--- src/rtl/tap_load_demux_pkg.sv ---
// Shared definitions for the tap load demux: FSM state encoding and tap-bank geometry.
package tap_load_demux_pkg;

    typedef enum logic [1:0] {
        IDLE = 2'd0,
        LOAD = 2'd1,
        DONE = 2'd2
    } loadStateT;

    localparam int unsigned NUM_TAP  = 10;
    localparam logic [3:0]  LAST_IDX = 4'd9;

endpackage

--- src/rtl/tap_load_demux_tap_reg_bank.sv ---
// Ten TAP_W-bit tap registers behind a single write port; each tap is a flop.
module tap_reg_bank
    import tap_load_demux_pkg::*;
#(
    parameter int unsigned TAP_W = 3
) (
    input  logic                            iClk,
    input  logic                            iRsn,
    input  logic                            iWrEn,
    input  logic [3:0]                      iWrIdx,
    input  logic [TAP_W-1:0]                iWrData,
    output logic [NUM_TAP-1:0][TAP_W-1:0]   oTaps
);

    // Indices 10..15 are silently dropped so the bank is safe against any caller.
    always_ff @(posedge iClk or negedge iRsn) begin
        if (!iRsn) begin
            oTaps <= '0;
        end else if (iWrEn && (iWrIdx <= LAST_IDX)) begin
            oTaps[iWrIdx] <= iWrData;
        end
    end

endmodule

--- src/rtl/tap_load_demux.sv ---
// Tap-code demux: direct indexed writes or a sequential load of taps 0..9.
// Optional sticky out-of-range flag enabled by defining TAP_LOAD_SELERR_EN.
module tap_load_demux
    import tap_load_demux_pkg::*;
#(
    parameter int unsigned TAP_W = 3
) (
    input  logic             iClk,
    input  logic             iRsn,
    input  logic             iWrEn,
    input  logic [3:0]       iWrSel,
    input  logic [TAP_W-1:0] iTapData,
    input  logic             iLoadStart,
    input  logic             iTapValid,
    output logic [TAP_W-1:0] oTap_0,
    output logic [TAP_W-1:0] oTap_1,
    output logic [TAP_W-1:0] oTap_2,
    output logic [TAP_W-1:0] oTap_3,
    output logic [TAP_W-1:0] oTap_4,
    output logic [TAP_W-1:0] oTap_5,
    output logic [TAP_W-1:0] oTap_6,
    output logic [TAP_W-1:0] oTap_7,
    output logic [TAP_W-1:0] oTap_8,
    output logic [TAP_W-1:0] oTap_9,
    output logic             oLoadBusy,
    output logic             oLoadDone,
    output logic             oSelErr
);

    loadStateT                      stateQ, stateD;
    logic [3:0]                     idxQ, idxD;
    logic                           bankWrEn;
    logic [3:0]                     bankWrIdx;
    logic                           selErrSet, selErrClr;
    logic                           busyQ, doneQ;
    logic [NUM_TAP-1:0][TAP_W-1:0]  taps;

    always_comb begin
        stateD    = stateQ;
        idxD      = idxQ;
        bankWrEn  = 1'b0;
        bankWrIdx = iWrSel;
        selErrSet = 1'b0;
        selErrClr = 1'b0;
        case (stateQ)
            IDLE: begin
                if (iLoadStart) begin
                    stateD    = LOAD;
                    idxD      = '0;
                    selErrClr = 1'b1;
                end else if (iWrEn) begin
                    if (iWrSel <= LAST_IDX) bankWrEn  = 1'b1;
                    else                    selErrSet = 1'b1;
                end
            end
            LOAD: begin
                bankWrIdx = idxQ;
                if (iTapValid) begin
                    bankWrEn = 1'b1;
                    // Index parks at 9; leaving LOAD is what ends the sequence.
                    if (idxQ == LAST_IDX) stateD = DONE;
                    else                  idxD   = idxQ + 4'd1;
                end
            end
            DONE:    stateD = IDLE;
            default: stateD = IDLE;
        endcase
    end

    always_ff @(posedge iClk or negedge iRsn) begin
        if (!iRsn) begin
            stateQ <= IDLE;
            idxQ   <= '0;
            busyQ  <= 1'b0;
            doneQ  <= 1'b0;
        end else begin
            stateQ <= stateD;
            idxQ   <= idxD;
            busyQ  <= (stateD == LOAD);
            doneQ  <= (stateD == DONE);
        end
    end

`ifdef TAP_LOAD_SELERR_EN
    logic selErrQ;

    always_ff @(posedge iClk or negedge iRsn) begin
        if (!iRsn)          selErrQ <= 1'b0;
        else if (selErrClr) selErrQ <= 1'b0;
        else if (selErrSet) selErrQ <= 1'b1;
    end

    assign oSelErr = selErrQ;
`else
    logic unusedSelErr;
    assign unusedSelErr = selErrSet | selErrClr;
    assign oSelErr      = 1'b0;
`endif

    tap_reg_bank #(
        .TAP_W (TAP_W)
    ) uBank (
        .iClk    (iClk),
        .iRsn    (iRsn),
        .iWrEn   (bankWrEn),
        .iWrIdx  (bankWrIdx),
        .iWrData (iTapData),
        .oTaps   (taps)
    );

    assign oTap_0    = taps[0];
    assign oTap_1    = taps[1];
    assign oTap_2    = taps[2];
    assign oTap_3    = taps[3];
    assign oTap_4    = taps[4];
    assign oTap_5    = taps[5];
    assign oTap_6    = taps[6];
    assign oTap_7    = taps[7];
    assign oTap_8    = taps[8];
    assign oTap_9    = taps[9];
    assign oLoadBusy = busyQ;
    assign oLoadDone = doneQ;

endmodule

--- config.mk ---
export PLATFORM = sky130hd
export DESIGN_NAME = tap_load_demux
export DESIGN_NICKNAME = d
export VERILOG_FILES = /design/src/rtl/tap_load_demux_pkg.sv /design/src/rtl/tap_load_demux_tap_reg_bank.sv /design/src/rtl/tap_load_demux.sv
export SDC_FILE = /design/constraint.sdc
export NUM_CORES = 1
export LEC_CHECK = 0
export BUFFER_PORTS_ARGS = -buffer_cell sky130_fd_sc_hd__buf_2
export CORE_MARGIN = 10
export CORE_UTILIZATION = 25
export CTS_CLUSTER_DIAMETER = 50
export DETAILED_ROUTE_END_ITERATION = 10
export GPL_TIMING_DRIVEN = 1
export HOLD_SLACK_MARGIN = 0.05
export SLEW_MARGIN = 20
export SYNTH_ARGS = -nofsm -noshare
export SYNTH_HDL_FRONTEND = slang
export SYNTH_SLANG_ARGS = --single-unit
--- constraint.sdc ---
create_clock -name iClk -period 1.9 [get_ports iClk]
set_input_delay 0.095 -clock iClk [delete_from_list [all_inputs] [get_ports iClk]]
set_output_delay 0.095 -clock iClk [all_outputs]
set_load 0.01 [all_outputs]
Yosys cells after proc, flatten, opt, wreduce, memory -nomap -nowiden --
Index checks and enable logic that the tools add are counted. Widths: inputs -> output; s select.
Storage, ports and cells: bits in registers 38, input port bits 12, word-level logic and storage cells 48
Operators by class: add/sub/neg operators 1, order comparisons 4, equal/unequal tests 7, multiplexer cells 17, reductions and logical operators 5
Operators by type and width (number):
- $bwmux 30 | 1
- $mux 4 | 4
- $demux 3 s4 | 1
- $le 4x4->1 const B | 2
- $pmux 4 s2 | 1
- $mux 2 | 3
- $ne 2x2->1 const B | 3
- $lt 4x5->1 const B | 1
- $add 4x1->4 const B | 1
- $eq 2x1->1 const B | 2
- $eq 4x4->1 const B | 1
- $ge 4x1->1 const B | 1
- $mux 1 | 4
- $pmux 2 s2 | 1
- $reduce_and 4->1 | 1
- $mux 3 | 1
- $eq 2x2->1 const B | 1
- $logic_and 1x1->1 | 2
- $logic_not 2->1 | 1
- $pmux 1 s2 | 1
- $reduce_bool 2->1 | 1

Depth between registers and ports, before layout --
Gate-level depths: netlist of the first run.
depth in word-level cells 7, mapped depth 7, gate-level depth less buffers 6

Cells and area by module --
A second synthesis of the first run with hierarchy kept.
Second synthesis, totals: cell total of the unflattened synthesis 131, area, all modules 1732.9 um2
By module, submodules not included:
- tap_reg_bank | instances 1, cells each 79, area each 1231.2 um2
- tap_load_demux | instances 1, cells each 52, area each 501.7 um2

Worst setup path after synthesis of the first run --
No wires, ideal clock.
path kind flip-flop to flip-flop, start point register stateQ[1], end point register uBank.oTaps[0] in the netlist's numbering, arrival 1865 ps, data required time 1775 ps, setup slack -90 ps, stages on the path, launching flop included 6, buffers on the path 1, cells stage by stage dfrtp_1 nand2b_4 buf_6 mux2_4 or4b_4 mux2_4
Between the ends: cells in the longest elaborated chain, start to end 7
RTL lines:
- start, declared | line tap_load_demux.sv:30 | loadStateT stateQ, stateD;
- start signal, assigned | line tap_load_demux.sv:77 | stateQ <= stateD;
- $eq 2x1->1 | line tap_load_demux.sv:45 | case (stateQ)
- $mux 4 | line tap_load_demux.sv:45
- $lt 4x5->1 (implied by the code) / $ge 4x1->1 (equally long branches) | line tap_load_demux_tap_reg_bank.sv:20 | oTaps[iWrIdx] <= iWrData;
- $logic_and 1x1->1 (implied by the code) | line tap_load_demux_tap_reg_bank.sv:20
- $mux 3 (implied by the code) | line tap_load_demux_tap_reg_bank.sv:20
- $demux 3 s4
- $bwmux 30 | line tap_load_demux_tap_reg_bank.sv:20
- end signal, assigned by index | line tap_load_demux_tap_reg_bank.sv:20
- end, declared | line tap_load_demux_tap_reg_bank.sv:12 | output logic [NUM_TAP-1:0][TAP_W-1:0] oTaps
Several ways; a longest one is shown, not always the timed one. A chain may end at the register's enable or synchronous reset.

Worst setup path after layout of the first run --
start point register stateQ[1], end point register uBank.oTaps[1] in the netlist's numbering
The elaborated chain is that of the path after synthesis.

==> flow_summary.ini, run 1 <==
[status]
status = complete, but fails checks
violations = setup timing

[critical_path]
cpPeakStageDelay_ns = 0.60
crit_chain = buf_4 -> nor4b_4 -> a31oi_4 -> or4b_4 -> mux2_4
critPathCaptureType = flop
crit_path_start_kind = flop
crit_required_ns = 2.07
r2r_cells = 5
cp_data_arrival_time_ns = 2.17
r2r_setup_slack_ns = -0.1
reg2reg_to = uBank.oTaps[1]
worstPathMaxFanout = 6
critical_path_class = flop to flop
slowest_stage = or4b_4
timing.rr.start = stateQ[1]

[logic_synthesis]
synth_cell_types = 34
ys_ff_latch = 38
syn_nets = 140
syn-mean-instance-area_um2 = 14.4
synth_cells = 126
yosysSeqAreaShare = 0.523
yosys_warnings = 0
synth_area_um2 = 1820

[timing]
worst_slew_pin_slew_ns = 0.766
grt_setup_unrepaired = yes
setup_viol = 20
final.setup_skew_ns = 0.00816
tns_ns = -0.704
drv_slew = 0
fin_crit_ns = 2.00
fmax_ghz = 0.501
relSlewSlack = 0.484
setup_ws_ns = -0.0960
period_share = 1.05
finalHoldViolations = 0

[global_routing]
grt_overflow = 0
first_global_vias = 1366
track_usage = 0.0796
grt_pass1_wl_mm = 7.13
antenna_found_initial = 0
grt_max_degree = 21

[final_layout]
final-seq-area_um2 = 953
nFillCells = 697
nets = 211
antenna_cells = 0
final_util = 0.357
syn_to_final_growth_pct = 41.1
fin_area_um2 = 2560
drive_gt1_frac = 0.657
multi_input_area_um2 = 958
layout_commonest_cell = buf_2
most-common-layout-cells = 43 x buf_2, 36 x dfrtp_1, 22 x buf_4, 16 x mux2_4, 15 x mux2_2

[route]
routed-via-count = 1274
postRouteAntennaNets = 0
drt_iter0_drc = 53
dr.pass1.iters = 5
wire_per_inst_um = 16.0
drc = 0
drt_wl_total_mm = 4.76
routed_via_density = 4.29

[power]
power.internal_w = 0.00265
clockPowerShare = 0.137
power.switching_w = 0.00149
p_leak_nw = 1.20
p_seq_frac = 0.338
irDropWorstVdd_mv = 0.845
pwr_density_cell_nw_per_um2 = 1610
power.share.combinational = 0.525
switching_share = 0.360

[place]
port_buffers = 43
placed_area_um2 = 2240
gp_congestion = 0.812
dpl.hpwl_mm = 3.39
post-place-ws_ns = -0.127

[die]
die-area_um2 = 11100
coreArea_um2 = 7180
rows = 31
die_h_um = 105
start_util = 0.253
ioPinCount = 45
die_w_um = 105

[clocking]
clkLatencyLatePin_ns = 0.29
ctsLongestPathBuffers = 2
cts_sinks = 38
clkSlewWorstSetupHoldPaths_ns = 0.08
cts_buffers = 5
cts_root_buf = clkbuf_8
htree_levels = 2
cts_tree = yes

[run]
max-cap-violations = 0

[worst_hold_path]
hold_path.class = input port to flop
hold_start = iTapValid
min_to = stateQ[0]
hold_depth = 3
## cell usage after synthesis
master	number	area [um2]
dfrtp_1	38	951
mux2_2	27	304
nor4_1	6	37.5
inv_1	4	15.0
mux2_4	4	60.1
a21o_1	3	22.5
a21oi_1	3	15.0
a31oi_1	3	18.8
clkdlybuf4s50_2	3	33.8
or4b_4	3	41.3
a22o_1	2	17.5
and2_1	2	12.5
and4bb_2	2	25.0
buf_6	2	22.5
ha_1	2	25.0
mux2i_1	2	20.0
nor4b_2	2	30.0
xor2_1	2	17.5
a41oi_4	1	27.5
and3b_1	1	8.76
and3b_2	1	10.0
buf_4	1	7.51
clkbuf_1	1	3.75
conb_1	1	3.75
mux2i_4	1	22.5
nand2_1	1	3.75
nand2b_4	1	13.8
nand3b_1	1	7.51
nand4_1	1	6.26
nor2_2	1	6.26
nor4b_1	1	8.76
o21ai_0	1	5.00
o31ai_1	1	7.51
or2_2	1	6.26
## logic make-up after synthesis
kind of cell / after synthesis / synth area share
flops: 38 / 0.523
mux: 34 / 0.224
simple gates: 24 / 0.120
compound gates: 14 / 0.0626
buf+inv: 11 / 0.0454
fa+ha+maj: 2 / 0.0138
xor+xnor: 2 / 0.00964
other cells: 1 / 0.00206
## cell type report
| type | instances | share of cell area |
|---|---|---|
| clock buffer | 7 | 0.0337 |
| inverter | 4 | 0.00585 |
| sequential | 38 | 0.372 |
| tap | 99 | 0.0483 |
| clock inverter | 1 | 0.00195 |
| timing repair buffer | 69 | 0.165 |
| multi-input combinational | 79 | 0.374 |
## worst max-delay path by stage
stage,slack [ns],cells after the start,from,end
4_1_cts,-0.05,4,stateQ[1],uBank.oTaps[0]
3_5_place_dp,-0.13,7,stateQ[1],uBank.oTaps[21]
5_1_grt,-0.14,5,stateQ[1],uBank.oTaps[2]
3_3_place_gp,-0.09,7,stateQ[1],uBank.oTaps[23]
2_1_floorplan,-0.06,5,stateQ[1],uBank.oTaps[0]
6_report,-0.1,5,stateQ[1],uBank.oTaps[1]
## power by group through the flow
stage	Clock, W	Sequential [W]	Combinational, W
2_1_floorplan	0	0.00154	0.000959
3_3_place_gp	0	0.00138	0.00180
3_5_place_dp	0	0.00140	0.00182
4_1_cts	0.000588	0.00139	0.00185
5_1_grt	0.000622	0.00145	0.00233
6_report	0.000567	0.00140	0.00217
## worst max-delay path, delay by kind of cell, from the launching register on
| family | cells | cell delay [ns] |
|---|---|---|
| buffers and inverters | 1 | 0.16 |
| muxes | 1 | 0.31 |
| AOI/OAI and AO/OA | 1 | 0.09 |
| and+or+nand+nor | 2 | 0.88 |
| DFF | 1 | 0.44 |
## routing by layer
| metal | global-route usage | up-vias | wire length [um] |
|---|---|---|---|
| met5 | 0 | - | 0 |
| met4 | 0.0265 | 0 | 70 |
| met3 | 0.0231 | 7 | 182 |
| met2 | 0.133 | 29 | 2340 |
| met1 | 0.0957 | 632 | 2160 |
| li1 | - | 606 | - |
## flip-flops by register name, summed over array words and instances, names as in the netlist
name	cells
oLoadBusy	1
oLoadDone	1
stateQ	2
uBank.oTaps	30
idxQ	4
## per-stage QoR
| stage | cells | total power [W] | hold slack (ns) |
|---|---|---|---|
| final | 297 | 0.00414 | 0.176 |
| after global routing | 297 | 0.00441 | 0.193 |
| after CTS | 291 | 0.00383 | 0.168 |
| after detailed placement | 281 | 0.00322 | 0.0935 |
| after global placement | 281 | 0.00318 | 0.0858 |
| after floorplan | 126 | 0.00250 | -0.201 |
## repair_timing
action                     CTS  global route
hold buffers                 2             0
resized for setup            4            26
hold endpoints to repair    19             0
setup buffers                0             4
gates cloned                 0             2
pin swaps                    1             6
setup endpoints to repair   27            30
No activity file was read; power rests on OpenSTA's default activity.
==> run 2: changes to the inputs <==
RECOVER_POWER = 25   (was unset)
==> flow_summary.ini, run 2 (same netlist as run 1, synthesis figures left out) <==
[global_routing]
grt_pass1_wl_mm = 7.13
grt_overflow = 0
grt_max_degree = 21
top_usage_layer = met2
track_usage = 0.0796
first_global_vias = 1366
antenna_found_initial = 0
grtUsageMet1 = 0.0957
met3_usage = 0.0231
grt_use_met2 = 0.133

[final_layout]
most-common-layout-cells = 41 x buf_2, 36 x dfrtp_1, 22 x buf_4, 16 x mux2_4, 15 x mux2_2
nets = 211
largestRegisters = uBank.oTaps (30), idxQ (4), stateQ (2)
layout_commonest_cell = buf_2
antenna_cells = 0
drive_gt1_frac = 0.646
top_register = uBank.oTaps
largest_reg_flops = 30
fin_area_um2 = 2560
layout.cells.non_filler = 297
syn_to_final_growth_pct = 40.9

[worst_hold_path]
hold_depth = 3
hold_start = iTapValid
hold_path.class = input port to flop
min_to = stateQ[0]

[power]
power.switching_w = 0.00149
p_leak_nw = 1.20
power.share.combinational = 0.524
p_seq_frac = 0.339
switching_share = 0.360
pwr_density_cell_nw_per_um2 = 1620
power.internal_w = 0.00265
clockPowerShare = 0.137
irDropWorstVdd_mv = 0.845

[critical_path]
r2r_cells = 5
critPathCaptureType = flop
worstPathMaxFanout = 6
crit_required_ns = 2.07
crit_path_start_kind = flop
critical_path_class = flop to flop
reg2reg_to = uBank.oTaps[1]
cp_data_arrival_time_ns = 2.17
timing.rr.start = stateQ[1]
r2r_setup_slack_ns = -0.1

[timing]
period_share = 1.05
setup_viol = 20
worst_slew_pin_slew_ns = 1.14
fmax_ghz = 0.501
setup_ws_ns = -0.0960
relSlewSlack = 0.239
finalHoldViolations = 0
final.setup_skew_ns = 0.00816
fin_crit_ns = 2.00
drv_slew = 0
grt_setup_unrepaired = yes

[die]
start_util = 0.253
coreArea_um2 = 7180
die_w_um = 105
die-area_um2 = 11100
rows = 31
die_h_um = 105
ioPinCount = 45

[clocking]
cts_root_buf = clkbuf_8
htree_levels = 2
clkSlewWorstSetupHoldPaths_ns = 0.08
cts_buffers = 5
cts_tree = yes
ctsLongestPathBuffers = 2
cts_sinks = 38
clkLatencyLatePin_ns = 0.29

[place]
placed_area_um2 = 2240
dpl.hpwl_mm = 3.39
port_buffers = 43
gp_congestion = 0.812
place_inst = 281

[route]
routed-via-count = 1275
wire_per_inst_um = 16.0
drc = 0
postRouteAntennaNets = 0
routed_via_density = 4.29
drt_iter0_drc = 58
dr.pass1.iters = 5
drt_wl_total_mm = 4.76

[status]
violations = setup timing
status = complete, but fails checks

[run]
max-cap-violations = 0
run 2: cell count changes in the layout (fill, tap and decap cells not counted):
| cell | change |
|---|---|
| clkbuf_1 | +2 |
| buf_2 | -2 |
run 2: worst max path at each step:
| stage | slack (ns) | cells after the start | start | to |
|---|---|---|---|---|
| 2_1_floorplan | -0.06 | 5 | stateQ[1] | uBank.oTaps[0] |
| 3_3_place_gp | -0.09 | 7 | stateQ[1] | uBank.oTaps[23] |
| 3_5_place_dp | -0.13 | 7 | stateQ[1] | uBank.oTaps[21] |
| 4_1_cts | -0.05 | 4 | stateQ[1] | uBank.oTaps[0] |
| 5_1_grt | -0.14 | 5 | stateQ[1] | uBank.oTaps[2] |
| 6_report | -0.1 | 5 | stateQ[1] | uBank.oTaps[1] |
run 2: cell type report:
class                   instances  area [um2]
clock inverters                 1        5.00
clock buffers                   7        86.3
multi-input cells              79         958
repair buffers                 69         420
fillers                       697        4610
inverters                       4        15.0
flip-flops and latches         38         953
well taps                      99         124
run 2: stage by stage:
step	hold slack, ns	util	power (W)	worst slack [ns]	setup TNS [ns]
6_report	0.176	0.357	0.00414	-0.0960	-0.703
3_3_place_gp	0.0858	0.312	0.00318	-0.0898	-0.939
3_5_place_dp	0.0935	0.312	0.00322	-0.127	-1.31
5_1_grt	0.193	0.357	0.00441	-0.142	-2.13
2_1_floorplan	-0.201	-	0.00250	-0.0571	-0.445
4_1_cts	0.168	0.330	0.00383	-0.0482	-0.358
run 2: power by group through the flow:
stage          logic (W)  registers, W  clock network [W]
4_1_cts          0.00185       0.00139           0.000588
6_report         0.00217       0.00140           0.000567
5_1_grt          0.00233       0.00146           0.000622
3_5_place_dp     0.00182       0.00140                  0
2_1_floorplan   0.000959       0.00154                  0
3_3_place_gp     0.00180       0.00138                  0
run 2: critical path, cell delays in order (launching register included):
cell,delay [ns]
dfrtp_2,0.44
buf_4,0.16
nor4b_4,0.28
a31oi_4,0.09
or4b_4,0.60
mux2_4,0.31
run 2: repair_timing:
item,in CTS,in global routing
setup buffers,0,4
endpoints found under the hold margin,19,0
gates cloned,0,2
pin swaps,1,6
endpoints found under the setup margin,27,30
resized for setup,4,26
hold buffers,2,0
run 2: per-layer routing:
metal | wire, um | up-vias | part of all wire
li1 | - | 606 | -
met1 | 2160 | 633 | 0.45
met2 | 2340 | 29 | 0.49
met3 | 182 | 7 | 0.038
met4 | 70 | 0 | 0.015
met5 | 0 | - | 0
